### src/rtl/fetch_unit.sv
// Instruction fetch: owns the PC, issues in-order imem requests, buffers returned words for decode.
// Latency: a word is on valid_out the cycle after imem_rsp_valid; requests throttle on outstanding + buffered < DEPTH.
module fetch_unit #(
  parameter int             N        = 32,
  parameter logic [N-1:0]   RESET_PC = '0,
  parameter int             DEPTH    = 2
) (
  input  logic         clk,
  input  logic         rst,
  input  logic         pipe_en,
  input  logic         PC_sel,
  input  logic [N-1:0] jPC,
  output logic         imem_req_valid,
  input  logic         imem_req_ready,
  output logic [N-1:0] imem_addr,
  input  logic         imem_rsp_valid,
  input  logic [N-1:0] imem_rsp_data,
  output logic [N-1:0] instr_out,
  output logic [N-1:0] PC_out,
  output logic [N-1:0] NPC4_out,
  output logic         valid_out
);

  localparam int AW = $clog2(DEPTH);
  localparam int CW = $clog2(DEPTH) + 1;

  typedef enum logic {RUN = 1'b0, DRAIN = 1'b1} state_t;

  state_t         state;
  logic [N-1:0]   pc;
  logic [CW-1:0]  outstanding;
  logic [CW-1:0]  count;
  logic [CW-1:0]  discard;
  logic [CW-1:0]  next_discard;
  logic [CW:0]    inflight;

  logic [N-1:0]   aq_mem    [DEPTH];
  logic [AW-1:0]  aq_wr;
  logic [AW-1:0]  aq_rd;
  logic [N-1:0]   buf_instr [DEPTH];
  logic [N-1:0]   buf_pc    [DEPTH];
  logic [AW-1:0]  buf_wr;
  logic [AW-1:0]  buf_rd;

  logic issue;
  logic push;
  logic pop;

  assign inflight       = {1'b0, outstanding} + {1'b0, count};
  assign imem_req_valid = !rst && !PC_sel && (inflight < (CW+1)'(DEPTH));
  assign imem_addr      = pc;
  assign issue          = imem_req_valid && imem_req_ready;

  // A response arriving with a redirect is stale by definition, so it is never pushed.
  assign push      = imem_rsp_valid && !PC_sel && (state == RUN);
  assign valid_out = !rst && (count != '0);
  assign pop       = valid_out && pipe_en && !PC_sel;

  assign instr_out = valid_out ? buf_instr[buf_rd] : '0;
  assign PC_out    = valid_out ? buf_pc[buf_rd] : '0;
  assign NPC4_out  = valid_out ? (buf_pc[buf_rd] + N'(4)) : '0;

  always_comb begin
    next_discard = discard;
    if (PC_sel)
      next_discard = outstanding - CW'(imem_rsp_valid);
    else if (imem_rsp_valid && (state == DRAIN))
      next_discard = discard - CW'(1);
  end

  always_ff @(posedge clk) begin
    if (rst) begin
      pc          <= RESET_PC;
      outstanding <= '0;
      count       <= '0;
      discard     <= '0;
      state       <= RUN;
      aq_wr       <= '0;
      aq_rd       <= '0;
      buf_wr      <= '0;
      buf_rd      <= '0;
    end else begin
      assert (!(push && (count == CW'(DEPTH))));

      if (PC_sel)
        pc <= jPC & ~N'(3);
      else if (issue)
        pc <= pc + N'(4);

      if (issue)
        aq_wr <= aq_wr + AW'(1);
      if (imem_rsp_valid)
        aq_rd <= aq_rd + AW'(1);
      outstanding <= outstanding + CW'(issue) - CW'(imem_rsp_valid);

      discard <= next_discard;
      state   <= (next_discard != '0) ? DRAIN : RUN;

      if (PC_sel) begin
        count  <= '0;
        buf_rd <= buf_wr;
      end else begin
        if (push)
          buf_wr <= buf_wr + AW'(1);
        if (pop)
          buf_rd <= buf_rd + AW'(1);
        count <= count + CW'(push) - CW'(pop);
      end
    end
  end

  // Storage arrays carry no reset; occupancy is tracked by the pointers and counters above.
  always_ff @(posedge clk) begin
    if (issue)
      aq_mem[aq_wr] <= pc;
    if (push) begin
      buf_instr[buf_wr] <= imem_rsp_data;
      buf_pc[buf_wr]    <= aq_mem[aq_rd];
    end
  end

endmodule

### config.mk
export PLATFORM = sky130hd
export DESIGN_NAME = fetch_unit
export DESIGN_NICKNAME = d
export VERILOG_FILES = /design/src/rtl/fetch_unit.sv
export SDC_FILE = /design/constraint.sdc
export NUM_CORES = 1
export LEC_CHECK = 0
export BUFFER_PORTS_ARGS = -buffer_cell sky130_fd_sc_hd__buf_4
export CAP_MARGIN = 40
export CORE_ASPECT_RATIO = 1.5
export CORE_UTILIZATION = 40
export DETAILED_ROUTE_END_ITERATION = 8
export MAX_ROUTING_LAYER = met4
export PLACE_DENSITY = 0.57
export SLEW_MARGIN = 20
export SYNTH_ARGS = -nofsm -noshare
export SYNTH_HDL_FRONTEND = slang
export SYNTH_SLANG_ARGS = --single-unit
### constraint.sdc
create_clock -name clk -period 7 [get_ports clk]
set_input_delay 0.35 -clock clk [delete_from_list [all_inputs] [get_ports clk]]
set_output_delay 0.35 -clock clk [all_outputs]
set_load 0.03 [all_outputs]
After elaboration in Yosys (flattened, before gate mapping)
Memory sizes are Yosys's and may differ from the RTL's. A register that Yosys moved wholly into a read port is not among the register bits.
Index checks and enable logic that the tools add are counted.
{"block": "word_totals", "elab_cells": 66, "register_bits": 43, "input_bits": 70, "mem_bits_rw": 192, "out_inout_bits": 130, "memories": 3}
{"name": "aq_mem", "depth": 2, "width": 32, "rd": 1, "rd_clocked_by_memory_dff": 1, "write_ports": 1, "line": "37", "text": "logic [N-1:0] aq_mem [DEPTH];"}
{"name": "buf_instr", "depth": 2, "width": 32, "rd": 1, "rd_clocked_by_memory_dff": 1, "write_ports": 1, "line": "40", "text": "logic [N-1:0] buf_instr [DEPTH];"}
{"name": "buf_pc", "depth": 2, "width": 32, "rd": 1, "rd_clocked_by_memory_dff": 1, "write_ports": 1, "line": "41", "text": "logic [N-1:0] buf_pc [DEPTH];"}
{"block": "op_classes", "add_sub_neg": 13, "order_cmp": 1, "n_reduce_logical": 17, "bitwise_logic": 2, "mux": 20}
{"op": "two-way mux 32 bit", "n": 5}
{"op": "adder 32 x 3 -> 32 bit, second input constant", "n": 2}
{"op": "two-way mux 1 bit", "n": 13}
{"op": "logical AND 1 bit", "n": 9}
{"op": "nonzero test 2 bit", "n": 4}
{"op": "subtractor 2 x 1 -> 2 bit", "n": 3}
{"op": "adder 1 bit, second input constant", "n": 4}
{"op": "adder 2 x 1 -> 2 bit", "n": 2}
{"op": "two-way mux 2 bit", "n": 2}
{"op": "adder 2 x 2 -> 3 bit", "n": 1}
{"op": "less-than comparator 3 x 2 -> 1 bit, second input constant", "n": 1}
{"op": "zero test 1 bit", "n": 2}
{"op": "inverter 1 bit", "n": 2}
{"op": "AND reduction 2 bit", "n": 1}
{"op": "OR reduction 2 bit", "n": 1}
{"op": "subtractor 2 x 1 -> 2 bit, second input constant", "n": 1}

Depth between registers and ports, before layout
{"block": "depth", "ltp_word": 8, "depth_mapped": 12}

Worst setup path after synthesis
No wires, ideal clock.
{"block": "synth_path", "path_type": "input -> register", "from": "input PC_sel", "to": "memory buf_instr[0][0], enable pin", "setup_ps": 482, "arrival_ps": 3526, "required_ps": 6518, "stages": 5, "path_slack_ps": 2992, "n_path_buf": 2, "path_cell_list": "buf_2 clkbuf_1 nor2_1 nand2_1 nor2_1"}
{"block": "synth_via", "elab_chain_cells": 5}
{"element": "from (decl)", "line": "11", "text": "input logic PC_sel,"}
{"element": "zero test 1 bit", "line": "55", "text": "assign push = imem_rsp_valid && !PC_sel && (state == RUN);"}
{"element": "logical AND 1 bit (2 in series)", "line": "55"}
{"element": "two-way mux 1 bit", "line": "116", "text": "if (push) begin"}
{"element": "two-way mux 1 bit (not written as such)", "line": "117", "text": "buf_instr[buf_wr] <= imem_rsp_data;"}
{"element": "to (decl)", "line": "40"}
No other way between the ends.

==> metrics.txt <==
outcome complete, no violations; complex-gate fraction of the synthesized area 0.0752; reg2reg path depth 10; Reg clk slew, reported paths 0.06 ns; Final WS setup approximately 2.7 ns; cell count of the worst hold path 1; Starting Density 0.407; HPWL Detailed 15,800 um; Slew headroom 0.491; Post-Syn Area between 10,000 and 15,000 um2; post-detailed-route wirelength per cell about 17 um; CTS hold repair buffers 0; Die X 132 um; CTS Buf Count 23; I/O Pins 200; pin count of the biggest net entering global routing between 70 and 80; largest family of logic cells by synthesized area simple AND/OR/NAND/NOR gates; main flop type after synthesis edfxtp_1; EDFF count, synth between 150 and 200; drc violations 0; mux cell area share after synthesis 0.0972; Synth Area in Simple Gates 0.137; GRT Total Usage 0.178; Antenna Cells 0; WP data required ~6.7 ns; hold path startpoint imem_rsp_data[19]; TritonRoute pass-1 iters 4; VDD IR max ~0.00018 V; Synth Area in Adders 0.0106; Via density 5.19; synth top area cells edfxtp_1 (54%), dfxtp_1 (8.5%), mux2i_1 (5.4%); area grow syn2layout 24.7%; max cap viols 0; Final min period 4.25 ns; ratio of cells with drive above 1 in the final layout 0.276; post-CTS setup buffer count 0; Routed WL around 23,000 um; initial drt markers around 290; fmax approximately 0.24 GHz; post-layout util 0.507; Core ar. about 25,000 um2; Worst Hold Class in -> reg; # H-tree levels 1; fin nets between 1,000 and 1,500; CP cell instances buf_4, mux2i_1, a211oi_1, nand3b_1, nor4_1, mux2_2, buf_4; port bufs 191; Pwr Density between 200 and 250 nW/um2; worst slack at placement slightly above 3 ns; RR Startpoint outstanding[0]; Crit path arrival time 3.90 ns; critical path class reg -> out; Detail Route Antenna Nets 0; fillers 2,256; Seq/Total Area, Yosys 0.627; startpoint types flop; Setup Viol. Count Final 0; Max Slew Vio Count 0; root buf cell clkbuf_16; Synth Area in XOR/XNOR 0.0232; Worst-Skew Late Latency 0.50 ns; Async S/R FF share, synth 0; flop-to-flop setup slack roughly 3.3 ns; most frequent CP cell buf_4; Leakage ~4.7 nW; initial antenna violation count 0; area fraction of the dominant cell type after synthesis 0.542; slowest library cell on the worst path a211oi_1; Tot Pwr just over 3 mW; final hold vios 0; vias in the first global route roughly 6,700; synthesized area per cell about 12 um2; Yosys reg bits approximately 230; Crit Path Max Fanout 33; DIE AREA 26,100 um2; total grt overflow 0; CTS tree built; Crit Reg-Reg Endpoint outstanding[1]; routability cong. between 0.8 and 0.9; hold worst-path end buf_instr[0][19]; Cells after Synth a little over 800; slowest stage delay, CP approximately 0.68 ns; Final Cycle Share 0.607; clock sink count ~230; most frequent cells in the layout buf_4 (200), edfxtp_1 (184), nor2_1 (103), mux2i_1 (55), nand2_1 (50); Die Span Y 197 um; commonest non-fill, non-tap cell in the layout buf_4; RSZ-0062 raised after global routing no; Post-CTS Resized 0; post-synth cell types between 60 and 70; Max clock buf depth 3; Via Count 6,970; Setup TNS 0 ns; Layout Skew between 0.015 and 0.02 ns; most area-hungry cell type in the Yosys netlist edfxtp_1; site row count 71; yosys warns 0; critical path endpoint category output pin; global-route wire length before repair about 36,000 um; worst-margin pin slew 0.763 ns
-- sequential cells by signal (all words and copies together) (netlist names), named ones only --
register     cells
state            1
buf_instr       64
aq_mem          60
aq_wr            1
buf_rd           1
aq_rd            1
imem_addr       30
count            2
outstanding      2
buf_pc          60
buf_wr           1
discard          2
-- how the worst max path moves through the flow --
stage	cells past startpoint	slack, ns	endpoint	startpoint
after floorplan	5	2.99	buf_instr[0][0]	PC_sel
after global placement	7	2.82	NPC4_out[31]	flop
after detailed placement	12	3.08	count[1]	rst
after CTS	7	2.71	NPC4_out[31]	flop
after global routing	7	2.50	NPC4_out[31]	flop
final	7	2.75	NPC4_out[31]	flop
-- critical path: cells and delay by family, from the launching register on --
family          cells  cell delay (ns)
flops               1             0.60
mux                 2             0.60
simple gates        2             0.89
compound gates      1             0.68
buf+inv             2             0.63
-- stage by stage --
stage | hold WS (ns) | instance area (um2) | cells
after global routing | 0.0141 | 12700 | 1344
after CTS | 0.0126 | 12700 | 1343
after global placement | 0.495 | 11900 | 1298
final | 0.0354 | 12700 | 1344
after detailed placement | 0.500 | 12000 | 1302
after floorplan | 0.449 | 10200 | 822
-- layout make-up --
class / count / area [um2] / area share
multi-input combinational: 529 / 3540 / 0.278
clock inverter: 5 / 72.6 / 0.00571
sequential: 227 / 6390 / 0.503
clock buffer: 36 / 634 / 0.0499
tap: 328 / 410 / 0.0323
inverter: 15 / 56.3 / 0.00443
timing repair buffer: 204 / 1600 / 0.126
-- logic make-up (layout without fill, tap and decap cells) --
family / Yosys count / in the layout
simple gates: 277 / 277
flops: 227 / 227
compound gates: 117 / 117
mux: 94 / 94
buf+inv: 66 / 260
xor+xnor: 27 / 27
fa+ha+maj: 8 / 8
other cells: 1 / 6
-- cell usage after synthesis, drive strengths merged, types with 3 or more instances --
| master | instances |
|---|---|
| edfxtp | 184 |
| nor2 | 106 |
| mux2i | 55 |
| nand2 | 50 |
| dfxtp | 43 |
| a21oi | 41 |
| mux2 | 39 |
| buf | 28 |
| clkbuf | 23 |
| xnor2 | 20 |
| nand3 | 17 |
| nand4 | 17 |
| o21ai | 16 |
| inv | 14 |
| nor4 | 12 |
| and2 | 11 |
| nor3 | 11 |
| and3 | 9 |
| a31oi | 8 |
| and4 | 8 |
| o31ai | 8 |
| a32oi | 7 |
| ha | 7 |
| xor2 | 7 |
| a211oi | 6 |
| nand3b | 6 |
| nor2b | 6 |
| a221oi | 5 |
| nand2b | 5 |
| o31a | 4 |
| or3 | 4 |
| a21o | 3 |
| nand4b | 3 |
| o21a | 3 |
| or2 | 3 |
-- metal layers --
metal  track usage  vias to the layer above  wire length (um)
met2         0.314                      182             11600
li1              -                     3406                 -
met5             -                        -                 0
met3        0.0310                       32              1100
met1         0.206                     3350              9700
met4        0.0549                        0               573
-- report_power, final --
| part | switching (mW) | leakage [nW] | internal, mW | total [mW] |
|---|---|---|---|---|
| Clock | 0.473 | 0.340 | 0.693 | 1.17 |
| Sequential | 0.0428 | 2.04 | 1.52 | 1.57 |
| Combinational | 0.183 | 2.27 | 0.134 | 0.317 |
| Total | 0.699 | 4.65 | 2.35 | 3.05 |
(Power assumes the default switching activity.)
